File: src/rtl/i2c_reg_xfer_pkg.sv
// Shared encodings for the I2C register-transfer sequencer: master command codes,
// sequencer states, STOP step indices and the per-direction step-table lookup.
package i2c_reg_xfer_pkg;

  localparam logic [2:0] k_START_CMD   = 3'd1;
  localparam logic [2:0] k_STOP_CMD    = 3'd2;
  localparam logic [2:0] k_READ_CMD    = 3'd3;
  localparam logic [2:0] k_WRITE_CMD   = 3'd4;
  localparam logic [2:0] k_RESTART_CMD = 3'd5;

  localparam logic [2:0] k_STEP_STOP_WR = 3'd4;
  localparam logic [2:0] k_STEP_STOP_RD = 3'd6;

  typedef enum logic [2:0] {
    k_XFER_IDLE,
    k_XFER_ISSUE,
    k_XFER_WAIT_LO,
    k_XFER_WAIT_HI,
    k_XFER_CHECK,
    k_XFER_DONE
  } xfer_state_t;

  typedef struct packed {
    logic [2:0] cmd;
    logic [7:0] data;
    logic       nack;
  } step_t;

  // WRITE steps release SDA for the slave ACK; the single READ byte is NACKed.
  function automatic step_t xfer_step(input logic       rw,
                                      input logic [2:0] step,
                                      input logic [6:0] dev,
                                      input logic [7:0] reg_addr,
                                      input logic [7:0] wdata);
    step_t s;
    s = '{cmd: k_STOP_CMD, data: 8'h00, nack: 1'b0};
    if (!rw) begin
      case (step)
        3'd0:    s.cmd = k_START_CMD;
        3'd1:    s = '{cmd: k_WRITE_CMD, data: {dev, 1'b0}, nack: 1'b1};
        3'd2:    s = '{cmd: k_WRITE_CMD, data: reg_addr, nack: 1'b1};
        3'd3:    s = '{cmd: k_WRITE_CMD, data: wdata, nack: 1'b1};
        default: s.cmd = k_STOP_CMD;
      endcase
    end else begin
      case (step)
        3'd0:    s.cmd = k_START_CMD;
        3'd1:    s = '{cmd: k_WRITE_CMD, data: {dev, 1'b0}, nack: 1'b1};
        3'd2:    s = '{cmd: k_WRITE_CMD, data: reg_addr, nack: 1'b1};
        3'd3:    s.cmd = k_RESTART_CMD;
        3'd4:    s = '{cmd: k_WRITE_CMD, data: {dev, 1'b1}, nack: 1'b1};
        3'd5:    s = '{cmd: k_READ_CMD, data: 8'hFF, nack: 1'b1};
        default: s.cmd = k_STOP_CMD;
      endcase
    end
    return s;
  endfunction

endpackage

File: src/rtl/i2c_reg_xfer.sv
// Sequences one host register read/write into I2C master commands, paced by master ready.
// done_out fires one cycle after the STOP check; a stalled handshake phase aborts after TIMEOUT_CYCLES.
module i2c_reg_xfer
  import i2c_reg_xfer_pkg::*;
#(
  parameter logic [15:0] TIMEOUT_CYCLES = 16'd50000
) (
  input  logic       clk_in,
  input  logic       rst_in,
  input  logic       start_in,
  input  logic       rw_in,
  input  logic [6:0] dev_addr_in,
  input  logic [7:0] reg_addr_in,
  input  logic [7:0] wdata_in,
  output logic       busy_out,
  output logic       done_out,
  output logic       err_out,
  output logic [7:0] rdata_out,
  output logic       mst_write_out,
  output logic [2:0] mst_cmd_out,
  output logic [7:0] mst_data_out,
  output logic       mst_nack_out,
  input  logic       mst_ready_in,
  input  logic [7:0] mst_rx_data_in,
  input  logic       mst_ack_in
);

  xfer_state_t r_state;
  xfer_state_t w_state_nxt;

  logic        r_rw;
  logic [6:0]  r_dev;
  logic [7:0]  r_reg;
  logic [7:0]  r_wdata;
  logic [2:0]  r_step;
  logic [7:0]  r_shadow;
  logic [15:0] r_tmo_cnt;
  logic        r_busy;
  logic        r_done;
  logic        r_err;
  logic [7:0]  r_rdata;
  logic        r_mst_write;
  logic [2:0]  r_mst_cmd;
  logic [7:0]  r_mst_data;
  logic        r_mst_nack;

  step_t       w_cur;
  logic        w_tmo;
  logic        w_nack_err;
  logic        w_in_wait;
  logic [2:0]  w_stop_step;

  assign w_cur       = xfer_step(r_rw, r_step, r_dev, r_reg, r_wdata);
  assign w_tmo       = (r_tmo_cnt >= (TIMEOUT_CYCLES - 16'd1));
  assign w_nack_err  = (w_cur.cmd == k_WRITE_CMD) && !mst_ack_in;
  assign w_stop_step = r_rw ? k_STEP_STOP_RD : k_STEP_STOP_WR;
  assign w_in_wait   = (r_state == k_XFER_ISSUE) || (r_state == k_XFER_WAIT_LO) ||
                       (r_state == k_XFER_WAIT_HI);

  always_ff @(posedge clk_in) begin
    if (rst_in) r_state <= k_XFER_IDLE;
    else        r_state <= w_state_nxt;
  end

  // A stalled handshake goes straight to DONE: the master is unresponsive, so no STOP.
  always_comb begin
    w_state_nxt = r_state;
    case (r_state)
      k_XFER_IDLE:    if (start_in) w_state_nxt = k_XFER_ISSUE;
      k_XFER_ISSUE: begin
        if (mst_ready_in) w_state_nxt = k_XFER_WAIT_LO;
        else if (w_tmo)   w_state_nxt = k_XFER_DONE;
      end
      k_XFER_WAIT_LO: begin
        if (!mst_ready_in) w_state_nxt = k_XFER_WAIT_HI;
        else if (w_tmo)    w_state_nxt = k_XFER_DONE;
      end
      k_XFER_WAIT_HI: begin
        if (mst_ready_in) w_state_nxt = k_XFER_CHECK;
        else if (w_tmo)   w_state_nxt = k_XFER_DONE;
      end
      k_XFER_CHECK:   w_state_nxt = (w_cur.cmd == k_STOP_CMD) ? k_XFER_DONE : k_XFER_ISSUE;
      k_XFER_DONE:    w_state_nxt = k_XFER_IDLE;
      default:        w_state_nxt = k_XFER_IDLE;
    endcase
  end

  always_ff @(posedge clk_in) begin
    if (rst_in) begin
      r_rw        <= 1'b0;
      r_dev       <= 7'h00;
      r_reg       <= 8'h00;
      r_wdata     <= 8'h00;
      r_step      <= 3'd0;
      r_shadow    <= 8'h00;
      r_tmo_cnt   <= 16'd0;
      r_busy      <= 1'b0;
      r_done      <= 1'b0;
      r_err       <= 1'b0;
      r_rdata     <= 8'h00;
      r_mst_write <= 1'b0;
      r_mst_cmd   <= k_STOP_CMD;
      r_mst_data  <= 8'h00;
      r_mst_nack  <= 1'b0;
    end else begin
      r_mst_write <= 1'b0;
      r_done      <= (w_state_nxt == k_XFER_DONE);

      if (w_state_nxt != r_state)   r_tmo_cnt <= 16'd0;
      else if (r_tmo_cnt != 16'hFFFF) r_tmo_cnt <= r_tmo_cnt + 16'd1;

      if (w_in_wait && (w_state_nxt == k_XFER_DONE)) r_err <= 1'b1;

      case (r_state)
        k_XFER_IDLE: begin
          if (start_in) begin
            r_rw    <= rw_in;
            r_dev   <= dev_addr_in;
            r_reg   <= reg_addr_in;
            r_wdata <= wdata_in;
            r_err   <= 1'b0;
            r_step  <= 3'd0;
            r_busy  <= 1'b1;
          end
        end
        k_XFER_ISSUE: begin
          if (mst_ready_in) begin
            r_mst_write <= 1'b1;
            r_mst_cmd   <= w_cur.cmd;
            r_mst_data  <= w_cur.data;
            r_mst_nack  <= w_cur.nack;
          end
        end
        k_XFER_CHECK: begin
          if (w_nack_err) begin
            r_err  <= 1'b1;
            r_step <= w_stop_step;
          end else if (w_cur.cmd != k_STOP_CMD) begin
            r_step <= r_step + 3'd1;
          end
          if (w_cur.cmd == k_READ_CMD) r_shadow <= mst_rx_data_in;
        end
        k_XFER_DONE: begin
          if (r_rw && !r_err) r_rdata <= r_shadow;
          r_busy <= 1'b0;
        end
        default: ;
      endcase
    end
  end

  assign busy_out      = r_busy;
  assign done_out      = r_done;
  assign err_out       = r_err;
  assign rdata_out     = r_rdata;
  assign mst_write_out = r_mst_write;
  assign mst_cmd_out   = r_mst_cmd;
  assign mst_data_out  = r_mst_data;
  assign mst_nack_out  = r_mst_nack;

endmodule

File: config.mk
export PLATFORM = sky130hd
export DESIGN_NAME = i2c_reg_xfer
export DESIGN_NICKNAME = d
export VERILOG_FILES = /design/src/rtl/i2c_reg_xfer_pkg.sv /design/src/rtl/i2c_reg_xfer.sv
export SDC_FILE = /design/constraint.sdc
export NUM_CORES = 1
export LEC_CHECK = 0
export ABC_AREA = 0
export CELL_PAD_IN_SITES_DETAIL_PLACEMENT = 1
export CELL_PAD_IN_SITES_GLOBAL_PLACEMENT = 2
export CORE_UTILIZATION = 30
export CTS_BUF_LIST = sky130_fd_sc_hd__clkbuf_4 sky130_fd_sc_hd__clkbuf_8
export DETAILED_ROUTE_END_ITERATION = 6
export PLACE_DENSITY_LB_ADDON = 0.1
export SYNTH_ARGS = -nofsm -noshare
export SYNTH_HDL_FRONTEND = slang
export SYNTH_SLANG_ARGS = --single-unit
export TNS_END_PERCENT = 5
File: constraint.sdc
create_clock -name clk_in -period 3 [get_ports clk_in]
set_input_delay 0.6 -clock clk_in [delete_from_list [all_inputs] [get_ports clk_in]]
set_output_delay 0.6 -clock clk_in [all_outputs]
set_load 0.005 [all_outputs]
Word-level counts from Yosys, hierarchy flattened
Cells that the tools add are included.
{ "classes": {"n_addsub": 2, "n_lt_le_gt_ge": 1, "eq_ne": 19, "muxes": 24, "n_bitwise": 1, "n_reduce_logical": 21} }
{ "ops": {"columns": ["cell", "count"], "rows": [
  ["case mux 9 bit (4 select lines)", 1],
  ["two-way mux 3 bit", 9],
  ["case mux 9 bit (3 select lines)", 1],
  ["== test 3 x 2 -> 1 bit, second input constant", 6],
  ["== test 3 bit, second input constant", 6],
  ["adder 16 x 1 -> 16 bit, second input constant", 1],
  ["greater-or-equal comparator 16 bit, second input constant", 1],
  ["inequality test 16 bit, second input constant", 1],
  ["case mux 3 bit (5 select lines)", 1],
  ["two-way mux 12 bit", 1],
  ["case mux 3 bit (2 select lines)", 2],
  ["case mux 3 bit (4 select lines)", 1],
  ["AND reduction 2 bit", 5],
  ["== test 3 x 1 -> 1 bit, second input constant", 2],
  ["logical NOT 3 bit", 2],
  ["OR reduction 3 bit", 2],
  ["two-way mux 1 bit", 5],
  ["case mux 1 bit (2 select lines)", 2],
  ["nonzero test 2 bit", 2],
  ["OR reduction 2 bit", 2],
  ["adder 3 x 1 -> 3 bit, second input constant", 1],
  ["logical AND 1 bit", 3],
  ["inequality test 3 x 2 -> 1 bit, second input constant", 1],
  ["inequality test 3 bit", 1],
  ["other kinds (7)", 9]
]} }
{ "totals": {"reg_bits": 78, "inputBits": 37, "output_inout_bits": 24} }

Longest topological paths before layout
Gate-level depths: netlist (run 1).
{ "logic_depth": {"ltp_word": 12, "mapped_depth": 9, "mapped_depth_nobuf": 7} }

Worst setup path after synthesis (run 1)
Ideal clock, no wire load.
{ "synth_timing": {"kind": "reg-to-reg", "start": "reg r_step[2]", "end": "reg r_tmo_cnt[0]", "setup_ps": 73, "arrival_time_ps": 2062, "t_required_ps": 2927, "setup_slack_ps": 865, "stages_incl_launch_ff": 10, "n_path_buf": 2, "period_less_slack_ps": 2135, "cell_sequence": "dfxtp_1 > buf_2 > inv_1 > ha_1 > or4_4 > o31ai_2 > a21oi_2 > nand3b_4 > buf_6 > nor3_4"} }
{ "synth_between": {"elab_chain_len": 9, "word_cells_on_any_way": 16, "classes_between": "eq/ne (7); mux (5); reduce/logical (4)"} }
{ "synth_rtl": {"columns": ["item", "line_no", "rtl"], "rows": [
  ["from (decl)", "i2c_reg_xfer.sv:35", "logic [2:0] r_step;"],
  ["from (signal assigned)", "i2c_reg_xfer.sv:137", "r_step <= w_stop_step;"],
  ["from (signal assigned)", "i2c_reg_xfer.sv:139", "r_step <= r_step + 3'd1;"],
  ["== test 3 bit, or another cell as far along", "i2c_reg_xfer_pkg.sv:46", "case (step)"],
  ["OR reduction 3 bit (no line)", null, null],
  ["case mux 3 bit (4 select lines) / case mux 3 bit (2 select lines) (equally long branches)", "i2c_reg_xfer_pkg.sv:46, i2c_reg_xfer_pkg.sv:38", null],
  ["two-way mux 12 bit *", "i2c_reg_xfer_pkg.sv:37", "if (!rw) begin"],
  ["== test 3 x 2 -> 1 bit *", "i2c_reg_xfer.sv:82", "k_XFER_CHECK: w_state_nxt = (w_cur.cmd == k_STOP_CMD) ? k_XFER_DONE : k_XFER_ISSUE;"],
  ["two-way mux 3 bit *", "i2c_reg_xfer.sv:82", null],
  ["case mux 3 bit (5 select lines) *", "i2c_reg_xfer.sv:68", "case (r_state)"],
  ["inequality test 3 bit *", "i2c_reg_xfer.sv:109", "if (w_state_nxt != r_state) r_tmo_cnt <= 16'd0;"],
  ["OR reduction 2 bit (no line) *", null, null],
  ["to (signal assigned)", "i2c_reg_xfer.sv:110", "else if (r_tmo_cnt != 16'hFFFF) r_tmo_cnt <= r_tmo_cnt + 16'd1;"],
  ["to (decl)", "i2c_reg_xfer.sv:37", "logic [15:0] r_tmo_cnt;"]
]} }
Every way passes the cells marked *; elsewhere a longest branch is shown, timed or not.
A chain may end at the register's enable or synchronous reset.

Worst setup path in the final report (run 1)
{ "layout_timing": {"start": "reg r_step[2]", "end": "reg r_tmo_cnt[8]"} }
The elaborated chain is that of the path after synthesis.

==> results.toml, run 1 <==
[status]
outcome = "finished, final reports clean"

[setup_path]
crit_path_end_kind = "flip-flop"
cp_data_required_time_ns = 3.28
r2r_slack_ns = 0.44
worstPathArrival_ns = 2.84
critical_path_class = "reg2reg"
cp_max_fo = 16
start_kind = "flip-flop"
cp_slowest_cell = "or4_4"
critPathBufInv = 1
crit_chain = "inv_1 -> ha_1 -> or4_4 -> o31ai_2 -> a21oi_2 -> nand3b_4 -> nor4_1"
path_delay_family = "simple AND/OR/NAND/NOR gates"
cp_slowest_stage_delay_ns = 0.56

[cts]
cts.sinks = 78
cts_resized = 0
cts_made_buffers = 9
path_clk_slew_ns = 0.08
cts_root_buffer = "clkbuf_8"
worstSkewPairLatency_ns = 0.37
h-tree-depth = 3
cts_setup_buffers = 0
cts_tree = "done"
cts_hold_buffers = 0
ctsLongestPathBuffers = 2

[synthesis]
syn-cell-area_um2 = 3700
synth.area.top_cells = "dfxtp_1, nand2_1, mux2i_1"
synth.avg_cell_area_um2 = 8.68
synth_ff_type = "dfxtp_1"
ys_ff_latch = 78
synthArstFlopShare = 0
yosys.cell_types.count = 63
syn_inst = 426
yosysTopAreaCell = "dfxtp_1"
synth_top_area_frac = 0.422
ys_seq_area_frac = 0.422
synth_edf_count = 0
yosysWarnings = 0
syn-num-nets = 469

[power_and_ir_drop]
p_int_mw = 1.56
power_mw = 2.13
vdd_drop_max_mv = 0.285
power_per_cell_area_nw_per_um2 = 464
p_sw_mw = 0.572
swShare = 0.269
p_comb_frac = 0.125
power.leakage_nw = 1.68
seqPwrFrac = 0.527
p_clk_frac = 0.348

[sta]
worst_slew_pin_slew_ns = 0.705
period_share = 0.854
grt_setup_unrepaired = "false"
hold_slack_ns = 0.458
fin_skew_ns = 0.00645
setup_violations = 0
hold_viol_final = 0
drv_slew = 0
min_period_ns = 2.56
timing.slew.headroom = 0.525
fmax_mhz = 391
setup_ws_ns = 0.439
finalSetupTns_ns = 0

[die]
io_pins = 61
num_rows = 40
start_util = 0.308
die-area_um2 = 12800
die_h_um = 113
core_um2 = 12000
die_w_um = 113

[place]
portBuffers = 60
place_area_um2 = 4410
place.gp.congestion = 0.752
place_inst = 614
place_ws_ns = 0.301
hpwl_mm = 7.27

[worst_hold_path]
hold_class = "reg2reg"

[cells_and_area]
antenna_cells = 0
stdcell_area_um2 = 4580
area_growth_syn_to_layout_pct = 23.9
top_register = "r_tmo_cnt"
nets = 521
final_common_cell = "dfxtp_1"
largest_register_ff_count = 16
drive_gt1_frac = 0.112
instances_no_fill = 629
fin_util = 0.382
layout_common_cells = "dfxtp_1, nand2_1, clkdlybuf4s50_1"

[route]
drtAntennaViolNets = 0
via_per_inst = 5.13
drt-initial-drc-count = 116
vias = 3226
drtPass1Iterations = 4
wirelength_mm = 10.2
drc = 0
wl_per_cell_um = 16.2

[global_route]
grt_max_degree = 33
antenna_found_initial = 0
grt_pass1_vias = 3349
track_usage = 0.173
grt_pass1_wl_mm = 17.0
overflow = 0

[run]
drv_cap = 0
-- kinds of logic (layout without fill, tap and decap cells) --
kind of cell,Yosys count,count (layout),share of synthesized area
DFF,78,78,0.422
xor gates and xnor gates,7,7,0.0166
AOI/OAI and AO/OA,96,96,0.183
adders and majority gates,7,7,0.0233
and+or+nand+nor,184,184,0.256
buffers and inverters,33,89,0.0426
muxes,21,21,0.0568
-- cell usage after synthesis (3+ instances only) --
library cell	count
nor2b_1	3
a221oi_1	6
dfxtp_1	78
nor4_1	6
ha_1	6
a21o_1	3
mux2i_1	21
buf_2	9
nor2_1	45
buf_6	3
nand3_1	8
or3_1	5
inv_1	7
o21ai_0	11
a31oi_1	3
clkbuf_1	12
nor3_1	10
nor3_2	11
nand4_1	4
a21oi_1	37
a211oi_1	8
nand2_1	71
xor2_1	5
-- layer usage --
metal | global-route usage | share of wire | vias to the layer above | wire (um)
met1 | 0.222 | 0.48 | 1553 | 4930
met2 | 0.280 | 0.47 | 46 | 4780
met5 | 0 | 0 | - | 0
li1 | - | - | 1616 | -
met4 | 0.0658 | 0.016 | 0 | 160
met3 | 0.0418 | 0.032 | 11 | 331
-- power by group through the flow --
stage / Sequential, mW / Clock [mW] / Combinational, mW
2_1_floorplan: 1.13 / 0 / 0.160
3_3_place_gp: 1.15 / 0 / 0.266
3_5_place_dp: 1.15 / 0 / 0.273
4_1_cts: 1.12 / 0.775 / 0.274
5_1_grt: 1.13 / 0.813 / 0.298
6_report: 1.12 / 0.740 / 0.267
-- final cells by class --
cell class,instances,area (um^2)
Multi-Input combinational cell,315,1990
Fill cell,1425,7430
Tap cell,147,184
Clock buffer,12,159
Clock inverter,3,20.0
Sequential cell,78,1560
Inverter,7,26.3
Timing Repair Buffer,67,648
-- path summary, 6_finish.rpt --
kind | cells after the start | start | to
setup / recovery | 7 | r_step[2]$_SDFFE_PP0P_ | r_tmo_cnt[8]$_SDFFE_PP0P_
hold / removal | 2 | r_dev[1]$_SDFFE_PP0P_ | r_dev[1]$_SDFFE_PP0P_
setup reg to reg | 7 | r_step[2]$_SDFFE_PP0P_ | r_tmo_cnt[8]$_SDFFE_PP0P_
hold reg to reg | 2 | r_dev[1]$_SDFFE_PP0P_ | r_dev[1]$_SDFFE_PP0P_
-- worst reg2reg max path, delay by kind of cell, from the launching register on --
kind                       cells  cell delay, ns
adders and majority gates      1            0.31
DFF                            1            0.54
buffers and inverters          1            0.16
AOI/OAI and AO/OA              2            0.21
and+or+nand+nor                3            1.26
Power figures use the tool's default switching activity.
==> inputs of run 2 (changes only) <==
- GPL_TIMING_DRIVEN: default -> 0
==> run 2 against run 1 <==
Net effect:
- register-to-register slack better by 0.05 ns
- via count up 2.7%
- die area unchanged
- non-clock buffer count up 17
- highest routed layer unchanged
- largest power group unchanged
- global-route usage up 0.45 points
- hold slack better by 0.0014 ns
- first-iteration DRC count up 7.8%
- final cell count up 2.9%
- critical path depth up 1
- setup slack better by 0.052 ns
- design area up 2.1%
==> results.toml, run 2 (same netlist as run 1, synthesis figures left out) <==
[status]
outcome = "finished, final reports clean"

[cells_and_area]
nets = 538
final_common_cell = "dfxtp_1"
stdcell_area_um2 = 4680
top_register = "r_tmo_cnt"
drive_gt1_frac = 0.116
antenna_cells = 0
final-seq-area_um2 = 1560
fillers = 1444
multi_input_area_um2 = 1980
layout_common_cells = "dfxtp_1, nand2_1, clkdlybuf4s50_1"
largest_register_ff_count = 16
area_growth_syn_to_layout_pct = 26.5

[setup_path]
r2r_start = "r_step[2]$_SDFFE_PP0P_"
r2r_slack_ns = 0.49
regToRegEndpoint = "r_step[0]$_SDFFE_PP0P_"
reg2reg_depth = 8
cp_max_fo = 10
start_kind = "flip-flop"
cp_data_required_time_ns = 3.31
crit_path_end_kind = "flip-flop"
worstPathArrival_ns = 2.82
critical_path_class = "reg2reg"

[die]
core_um2 = 12000
io_pins = 61
num_rows = 40
die_h_um = 113
die_w_um = 113
die-area_um2 = 12800
start_util = 0.308

[global_route]
overflow = 0
grt_max_degree = 14
track_usage = 0.177
grt_pass1_vias = 3435
antenna_found_initial = 0
grt_pass1_wl_mm = 17.5

[power_and_ir_drop]
power_per_cell_area_nw_per_um2 = 488
power_mw = 2.29
power.leakage_nw = 1.73
vdd_drop_max_mv = 0.226

[worst_hold_path]
worstHoldStart = "r_wdata[3]$_SDFFE_PP0P_"
hold_depth = 2
min_to = "r_wdata[3]$_SDFFE_PP0P_"
hold_class = "reg2reg"

[sta]
hold_viol_final = 0
grt_setup_unrepaired = "false"
setup_violations = 0
period_share = 0.836
finalSetupTns_ns = 0
fmax_mhz = 399
setup_ws_ns = 0.491
fin_skew_ns = 0.0114
timing.slew.headroom = 0.484
worst_slew_pin_slew_ns = 0.765
min_period_ns = 2.51
drv_slew = 0

[cts]
cts_made_buffers = 9
cts_tree = "done"
h-tree-depth = 3
path_clk_slew_ns = 0.09
cts.sinks = 78
cts_hold_buffers = 0
worstSkewPairLatency_ns = 0.38
cts_root_buffer = "clkbuf_8"
ctsLongestPathBuffers = 2
cts_resized = 0
cts_setup_buffers = 0

[place]
place_ws_ns = 0.445
portBuffers = 58
hpwl_mm = 7.76
place.gp.congestion = 0.743
place_area_um2 = 4460

[route]
drc = 0
drtPass1Iterations = 4
met1Wirelength_mm = 4.99
met3_length_um = 288
drtAntennaViolNets = 0
vias = 3314
route.met2.wl_mm = 4.98
wirelength_mm = 10.4
via_per_inst = 5.12
route.top_layer_used = "met4"
wl_per_cell_um = 16.1
drt-initial-drc-count = 125

[run]
drv_cap = 0
-- run 2: worst max-delay path by stage --
stage / from / end / cells past startpoint
global placement: start_in / r_wdata[2]$_SDFFE_PP0P_ / 6
global route: r_step[2]$_SDFFE_PP0P_ / r_tmo_cnt[8]$_SDFFE_PP0P_ / 8
detailed placement: start_in / r_reg[2]$_SDFFE_PP0P_ / 6
finish: r_step[2]$_SDFFE_PP0P_ / r_step[0]$_SDFFE_PP0P_ / 8
floorplan: r_step[2]$_SDFFE_PP0P_ / r_tmo_cnt[0]$_SDFFE_PP0P_ / 9
CTS: r_step[2]$_SDFFE_PP0P_ / r_step[0]$_SDFFE_PP0P_ / 8
-- run 2: per-layer routing --
layer	vias to the layer above	track usage
met5	-	0
met4	0	0.0772
met3	13	0.0348
met2	43	0.291
met1	1606	0.226
li1	1652	-
-- run 2: power by group --
group / internal [mW] / total (mW) / leakage, nW / switching (mW)
clock network: 0.476 / 0.893 / 0.110 / 0.417
registers: 1.08 / 1.11 / 0.634 / 0.0313
logic: 0.129 / 0.282 / 0.982 / 0.153
-- run 2: layout make-up --
cell class              instances  area share
repair buffers                 58       0.124
plain buffers                  26      0.0281
well taps                     147      0.0393
flip-flops and latches         78       0.334
clock inverters                 6      0.0184
multi-input cells             315       0.423
inverters                       7     0.00561
clock buffers                  10      0.0281
-- run 2: worst max-delay path: stages (launching register included) --
cell and delay (ns):
dfxtp_1 0.34, buf_2 0.20, inv_1 0.13, ha_1 0.30, or4_4 0.56, o31ai_2 0.13
nand2_1 0.13, a31oi_1 0.45, a22o_1 0.22
-- run 2: per-stage QoR --
stage | hold slack [ns] | cells | utilization
6_report | 0.460 | 647 | 0.390
2_1_floorplan | 0.436 | 426 | -
3_5_place_dp | 0.451 | 631 | 0.372
5_1_grt | 0.484 | 647 | 0.390
3_3_place_gp | 0.444 | 631 | 0.372
4_1_cts | 0.463 | 647 | 0.390
==> RTL change, RTL diff (config.mk and constraints of run 2) <==
Encoding of `xfer_state_t`: now one-hot (6 bits for 6 states).
--- a/src/rtl/i2c_reg_xfer_pkg.sv
+++ b/src/rtl/i2c_reg_xfer_pkg.sv
@@ -11,13 +11,13 @@
   localparam logic [2:0] k_STEP_STOP_WR = 3'd4;
   localparam logic [2:0] k_STEP_STOP_RD = 3'd6;
 
-  typedef enum logic [2:0] {
-    k_XFER_IDLE,
-    k_XFER_ISSUE,
-    k_XFER_WAIT_LO,
-    k_XFER_WAIT_HI,
-    k_XFER_CHECK,
-    k_XFER_DONE
+  typedef enum logic [5:0] {
+    k_XFER_IDLE    = 6'b000001,
+    k_XFER_ISSUE   = 6'b000010,
+    k_XFER_WAIT_LO = 6'b000100,
+    k_XFER_WAIT_HI = 6'b001000,
+    k_XFER_CHECK   = 6'b010000,
+    k_XFER_DONE    = 6'b100000
   } xfer_state_t;
 
   typedef struct packed {
Formal check against the unedited RTL: no difference found for any inputs over 10 cycles, from zero or initial values and one cycle with rst_in high; not proved beyond that.
==> RTL change against run 2 <==
Via count rose by 11%. Sequential cell count grew 3. Power fell by 3.0%. Critical endpoint is now mst_nack_out. Setup slack worse by 0.16 ns. Worst hold slack improved by 0.0027 ns. Routed wire length up 11%. Largest cell class unchanged. Highest routed layer unchanged. Register-to-register slack lost 0.06 ns. Cell count grew 11%. First-iteration DRC count up 65%. Utilization about the same. Maximum frequency fell by 6.1%. Final area rose by 5.5%. Synthesized area up 5.8%.
==> RTL change: results (changes against run 2) <==
status: finished, final reports clean
Sink Count: 81 (+3.8%)
comb_multi_in: 347 (+10%)
number of global-route vias before repair: 3938 (+15%)
port buffer count: 60 (+3.4%)
met2 GRT Util: 0.316 (+0.0252)
Clock group: 0.848 mW (-5.0%)
global-route wire length before repair: 19.5 mm (+11%)
bufs w/o clock: 96 (+14%)
gr usage total: 0.189 (+0.0116)
Yosys cell types: 56 (-11%)
inverters: 6 (-1)
Layout fillers: 1544 (+6.9%)
switching pwr: 0.581 mW (-3.4%)
drt initial violations: 206 (+65%)
Worst-Margin Slew: 0.707 ns (-0.0578 ns)
post-route clock skew: 0.0107 ns (-0.000705 ns)
nets@finish: 584 (+8.6%)
Synth Area in XOR/XNOR: 0.0201 (+0.00356)
CP delay by family, top: simple AND/OR/NAND/NOR gates
combinational power: 0.233 mW (-17%)
Sequential cell area: 1620 um^2 (+3.8%)
met2 wire len: 5.54 mm (+11%)
met1 global-route usage: 0.233 (+0.00722)
worst path arrival time: 2.97 ns (+0.15 ns)
syn nets: 513 (+9.4%)
GP Congestion: 0.782 (+5.2%)
clk tree area frac: 0.0410 (-0.00546)
DP Worst Slack: -0.0395 ns (-0.485 ns)
buffering overhead: 0.153 (+0.000716)
multiplexer share of the synthesized area: 0.0562 (-0.000566)
GRT met3 Usage: 0.0540 (+0.0192)
M1 WL: 5.41 mm (+8.5%)
Critical Path Max Stage Delay: 0.68 ns (+0.12 ns)
share of layout cells above drive strength 1: 0.0771 (-0.0389)
post-DP HPWL: 8.45 mm (+9.0%)
Vias/cell: 5.12 (about the same)
drt total wl: 11.6 mm (+11%)
Finished Layout Cells: 717 (+11%)
Mean Syn Cell Area: 8.33 um^2 (-4.1%)
top cells by area, synth: dfxtp_1 (41%), nand2_1 (7.7%), mux2i_1 (5.6%)
worst r2r path cells: 9 (+1)
post-layout util: 0.390 (about the same)
Compound-Gate Fraction of Synth Area: 0.193 (+0.0101)
dpl cells: 702 (+11%)
Clock Latency Late Sink: 0.36 ns (-0.02 ns)
Lkg Pwr: 1.76 nW (+1.9%)
[RTL change: cell count changes after synthesis, moves of 4 or more]
cell | run 2 | this run
a211oi_1 | 8 | 2
a21oi_1 | 37 | 43
a222oi_1 | 0 | 8
buf_2 | 9 | 3
clkbuf_1 | 12 | 31
nand2_1 | 71 | 80
nand2b_1 | 0 | 4
nor3_1 | 10 | 18
o22ai_1 | 2 | 7
[RTL change: worst reg2reg max path, delay by kind of cell, from the launching register on]
kind / cells / cell delay [ns]
DFF: 1 / 0.44
and+or+nand+nor: 4 / 0.78
muxes: 1 / 0.17
adders and majority gates: 1 / 0.18
buffers and inverters: 3 / 0.87
[RTL change: repair_timing]
action | CTS | global route
endpoints found under the setup margin | 0 | 2
endpoints found under the hold margin | 0 | 0
resized for setup | 0 | 1
[RTL change: final timing paths]
kind           startpoint            to  slack, ns
max reg2reg     r_step[0]   r_shadow[6]       0.43
min            r_wdata[7]    r_wdata[7]       0.46
min reg2reg    r_wdata[7]    r_wdata[7]       0.46
max          mst_ready_in  mst_nack_out       0.33
